--- src/rtl/product_accumulator.sv ---
// Saturating MAC back end: sums a programmed number of signed products and
// presents the result on a valid/ready output that is held until accepted.
module product_accumulator #(
    parameter int PROD_W = 64,
    parameter int ACC_W  = 64,
    parameter int LEN_W  = 8
) (
    input  logic              clk,
    input  logic              rst,
    input  logic              start,
    input  logic [LEN_W-1:0]  len,
    input  logic              clear,
    input  logic              in_valid,
    input  logic [PROD_W-1:0] in_data,
    output logic              in_ready,
    output logic              out_valid,
    input  logic              out_ready,
    output logic [ACC_W-1:0]  out_sum,
    output logic              out_sat,
    output logic              busy,
    output logic [LEN_W-1:0]  term_cnt
);

    typedef enum logic [1:0] {IDLE, ACCUM, HOLD} state_t;

    state_t            state, next_state;
    logic [ACC_W-1:0]  acc;
    logic [ACC_W-1:0]  sum_q;
    logic [LEN_W-1:0]  len_q;
    logic              sat_q;
    logic              xfer;
    logic              last;
    logic [ACC_W:0]    wide_sum;
    logic [ACC_W-1:0]  sat_val;
    logic              ovf;

    localparam logic [ACC_W-1:0] ACC_MAX = {1'b0, {(ACC_W-1){1'b1}}};
    localparam logic [ACC_W-1:0] ACC_MIN = {1'b1, {(ACC_W-1){1'b0}}};

    assign xfer = (state == ACCUM) && in_valid;
    assign last = (term_cnt == len_q - LEN_W'(1));

    // One extra bit of headroom: overflow shows up as the top two bits differing.
    always_comb begin
        wide_sum = {acc[ACC_W-1], acc}
                 + {{(ACC_W-PROD_W+1){in_data[PROD_W-1]}}, in_data};
        ovf      = wide_sum[ACC_W] != wide_sum[ACC_W-1];
        if (!ovf)
            sat_val = wide_sum[ACC_W-1:0];
        else if (wide_sum[ACC_W])
            sat_val = ACC_MIN;
        else
            sat_val = ACC_MAX;
    end

    always_ff @(posedge clk) begin
        if (rst || clear)
            state <= IDLE;
        else
            state <= next_state;
    end

    always_comb begin
        next_state = state;
        case (state)
            IDLE:    if (start) next_state = (len == '0) ? HOLD : ACCUM;
            ACCUM:   if (xfer && last) next_state = HOLD;
            HOLD:    if (out_ready) next_state = IDLE;
            default: next_state = IDLE;
        endcase
    end

    always_comb begin
        in_ready  = 1'b0;
        out_valid = 1'b0;
        busy      = 1'b1;
        case (state)
            IDLE:    busy = 1'b0;
            ACCUM:   in_ready = 1'b1;
            HOLD:    out_valid = 1'b1;
            default: busy = 1'b0;
        endcase
    end

    // sum_q is loaded only when a result is produced, so clear leaves the
    // last delivered value visible.
    always_ff @(posedge clk) begin
        if (rst) begin
            acc      <= '0;
            sum_q    <= '0;
            len_q    <= '0;
            sat_q    <= 1'b0;
            term_cnt <= '0;
        end else if (clear) begin
            acc      <= '0;
            len_q    <= '0;
            sat_q    <= 1'b0;
            term_cnt <= '0;
        end else begin
            case (state)
                IDLE: if (start) begin
                    acc      <= '0;
                    sat_q    <= 1'b0;
                    term_cnt <= '0;
                    len_q    <= len;
                    if (len == '0) sum_q <= '0;
                end
                ACCUM: if (xfer) begin
                    acc      <= sat_val;
                    term_cnt <= term_cnt + LEN_W'(1);
                    if (ovf) sat_q <= 1'b1;
                    if (last) sum_q <= sat_val;
                end
                default: ;
            endcase
        end
    end

    assign out_sum = sum_q;
    assign out_sat = sat_q;

endmodule

--- config.mk ---
export PLATFORM = sky130hd
export DESIGN_NAME = product_accumulator
export DESIGN_NICKNAME = d
export VERILOG_FILES = /design/src/rtl/product_accumulator.sv
export SDC_FILE = /design/constraint.sdc
export NUM_CORES = 1
export LEC_CHECK = 0
export ABC_AREA = 1
export ABC_CLOCK_PERIOD_IN_PS = 2700
export CAP_MARGIN = 20
export CORE_UTILIZATION = 40
export DETAILED_ROUTE_END_ITERATION = 7
export GPL_TIMING_DRIVEN = 0
export SLEW_MARGIN = 40
export SYNTH_ARGS = -nofsm -noshare
export SYNTH_HDL_FRONTEND = slang
export SYNTH_SLANG_ARGS = --single-unit
--- constraint.sdc ---
create_clock -name clk -period 2.7 [get_ports clk]
set_input_delay 0.54 -clock clk [delete_from_list [all_inputs] [get_ports clk]]
set_output_delay 0.54 -clock clk [all_outputs]
set_load 0.1 [all_outputs]
==> key figures <==
Power
  • Pleak: slightly below 8 nW
  • Peak VDD IR: 0.4340 mV
  • Pwr per Cell Area: between 400 and 500 mW/mm^2
  • Total power: about 8 mW

Critical path
  • Worst reg2reg path startpoint: acc[0]$_SDFFE_PP0P_
  • Crit start category: input port
  • Worst reg-to-reg path cell count: 19
  • Crit-path max cell delay: just under 0.5 ns
  • Critical R2R Capture: acc[2]$_SDFFE_PP0P_
  • Setup slack, reg-to-reg: about 0.070 ns
  • Crit path cell chain: clkdlybuf4s50_1 > ha_4 > nand2_1 > nor2_1 > nand2_2 > nor3_2 > nand2_4 > nand3_2 > nand2_8 > a21oi_4 > buf_12 > clkbuf_16 > nand2_1 > a21oi_1
  • CP endpoint kind: register
  • Most used cell, CP: nand2_1
  • WP data arrival: roughly 3.0 ns
  • CP max FO: 8
  • Kind of critical path: input port to register
  • CP max-delay cell: clkdlybuf4s50_1
  • Worst EP required: around 3.1 ns

Global route
  • Grt ovf: 0
  • Initial antenna violation count: 0
  • First-pass GRT wire length: 68,750 microns
  • GRT Util Overall: 29.28%
  • Vias in the first global route: 12,540
  • Largest net degree at the start of global routing: 17

Timing
  • Worst slew pin tran: ~0.6 ns
  • Final hold slack: between 0.4 and 0.5 ns
  • Final setup vio count: 0
  • RSZ-0062 raised after global routing: yes
  • Max Fclk: 374.1 MHz
  • Slew Viols, Final: 0
  • Fin. Hold Viols: 0
  • Max-slew headroom at the worst pin: around 59%
  • Fin crit share: 99.01%
  • Final setup skew: around 0.013 ns
  • Min Clock Period, post-route: between 2 and 3 ns

Yosys
  • Mapped Nets: 2,127
  • Synth cell types: 31
  • Cell area after synthesis: about 0.012 sq mm
  • Seq/Total Area, Yosys: between 20% and 30%
  • Syn Inst Count: just under 2,000
  • YS warnings: 0
  • #FFs+latches synth: roughly 150
  • Post-Syn Area per Cell: ~5.9 sq um

Finish
  • N_diodes: 0
  • Area added between synthesis and finish: 39.18%
  • Fill count: slightly below 3,000
  • Layout Utilization: between 50% and 60%
  • Multi-input gate area: 0.009005 sq mm
  • Share of cells above drive strength 1: a little under a quarter
  • Final nets: approximately 2,400
  • Seq. cell area: 0.002948 sq mm
  • Final non-filler cell total: between 2,000 and 3,000

Placed design
  • Count of input and output buffers: roughly 150
  • Placed cells: 2,516
  • GP Congestion: 0.9481
  • Dpl hpwl: approximately 34,000 microns

Die
  • Starting Density: 40.65%
  • Rows: just over 60
  • Die Y: about 170 microns
  • IO Pins: about 150
  • Core ar.: ~0.029 sq mm
  • Die area: 0.02986 sq mm
  • Chip Width: between 150 and 200 microns

Detailed routing
  • 1st-iter DRT viols: between 700 and 800
  • Via/cell ratio: 5.033
  • Via count: 13,090
  • Overall routed net length: approximately 45,000 microns
  • ANT nets after route: 0
  • Drc violations: 0
  • WL per Instance: about 17 microns
  • Drt pass-1 iters: 5

Clock tree
  • Clock-pin slew on the worst setup and hold paths: ~0.060 ns
  • Clock latency on the worst-skew pair: about 0.45 ns
  • CTS Buf Count: 17
  • CTS H-Tree Depth: 4
  • Clock Root Buffer: clkbuf_16
  • Clock buffer depth: 2
  • CTS tree: yes
  • Clock sinks: about 150

Hold path
  • Hold path start: len_q[1]$_SDFFE_PP0P_
  • Hold endpoint: len_q[1]$_SDFFE_PP0P_
  • Hold Path Cell Cnt: 2
  • HP Class: register to register

Status
  • Status: complete, no violations

Run
  • Max Cap Viol: 0
worst max path at each step:
stage                 from                  endpoint  slack (ns)
2_1_floorplan   in_data[0]   out_sum[6]$_SDFFE_PP0P_        0.02
3_3_place_gp    in_data[6]  out_sum[46]$_SDFFE_PP0P_       -1.40
3_5_place_dp    in_data[5]      acc[46]$_SDFFE_PP0P_       -1.39
4_1_cts        in_data[51]  out_sum[45]$_SDFFE_PP0P_      0.0005
5_1_grt        in_data[63]  out_sum[44]$_SDFFE_PP0P_       -0.05
6_report       in_data[63]       acc[2]$_SDFFE_PP0P_        0.03
cell usage after synthesis:
cell / n / share of area [%]
nand2_1: 665 / 21
inv_1: 299 / 9.6
a21oi_1: 213 / 9.1
dfxtp_1: 147 / 25
nor2_1: 146 / 4.7
nand3_1: 96 / 4.1
o21ai_0: 95 / 4.1
ha_1: 69 / 7.4
nand2_2: 43 / 2.3
clkbuf_1: 36 / 1.2
xnor2_1: 34 / 2.6
nand3b_1: 23 / 1.5
o21bai_1: 22 / 1.4
nor3_1: 16 / 0.69
buf_2: 13 / 0.56
xor2_1: 13 / 0.98
nand4_1: 8 / 0.43
a21oi_2: 7 / 0.53
nor4_1: 7 / 0.38
buf_6: 6 / 0.58
buf_1: 5 / 0.16
nor2_2: 3 / 0.16
and2_1: 2 / 0.11
inv_2: 2 / 0.064
nor3_2: 2 / 0.17
or2_2: 2 / 0.11
a21o_1: 1 / 0.064
a21oi_4: 1 / 0.14
fa_1: 1 / 0.17
nand3_2: 1 / 0.086
nor3b_1: 1 / 0.064
per-stage QoR:
stage / TNS, ns / setup WS (ns) / instance area, sq um
final: 0 / 0.02669 / 16240
after global routing: -1.581 / -0.05457 / 16240
after CTS: 0 / 0.0004885 / 15430
after detailed placement: -168.69 / -1.387 / 13300
after global placement: -170.35 / -1.396 / 13680
after floorplan: 0 / 0.01684 / 11670
routing by layer:
metal | track usage (%) | wire length, microns | up-vias | part of all wire, %
li1 | - | - | 6670 | -
met1 | 39.11 | 20760 | 6042 | 47
met2 | 48.17 | 20520 | 313 | 46
met3 | 3.474 | 1864 | 66 | 4.2
met4 | 11.17 | 1473 | 0 | 3.3
met5 | 0 | 0 | - | 0
power by group:
group / internal [mW] / switching (mW)
logic: 1.13 / 2.10
registers: 2.30 / 0.102
clock network: 1.32 / 1.07
state kept, by name, summed over array words and instances, names as in the netlist:
register,count
term_cnt,8
out_sum,64
acc,64
len_q,8
state,2
out_sat,1
cells in the final DEF (no fill, tap or decap), drive strengths merged, types with 8 or more instances in the layout:
master         instances
a21oi                221
buf                  146
clkbuf                64
clkdlybuf4s50         14
dfxtp                147
dlygate4sd2           27
dlymetal6s2s          34
ha                    69
inv                  304
nand2                710
nand3                 97
nand3b                23
nand4                  8
nor2                 149
nor3                  18
o21ai                 95
o21bai                22
xnor2                 34
xor2                  13
layout make-up:
class | count | share of cell area (%)
Multi-Input combinational cell | 1473 | 55.45
Sequential cell | 147 | 18.15
Timing Repair Buffer | 205 | 10.41
Inverter | 301 | 6.957
Tap cell | 384 | 2.959
Clock buffer | 21 | 2.835
Buffer | 60 | 2.620
Clock inverter | 10 | 0.6164
cells by family after synthesis:
family / synth area share (%)
simple gates: 36.18
flops: 25.22
buf+inv: 12.14
compound gates: 15.36
xor+xnor: 3.528
fa+ha+maj: 7.571
critical path, delay by kind of cell:
| family | cells | cell delay (ns) |
|---|---|---|
| adder cells (fa/ha/maj) | 1 | 0.35 |
| AO/OA/AOI/OAI | 2 | 0.31 |
| buffers and inverters | 3 | 0.85 |
| AND/OR/NAND/NOR | 8 | 0.98 |
what timing repair did:
item                       4_1_cts  5_1_grt
hold buffers                     0        0
buffers inserted                33       13
pin swaps                       41       43
resized for setup              264      188
gates cloned                     4        4
setup endpoints to repair      128      129
No activity file was read; power rests on OpenSTA's default activity.
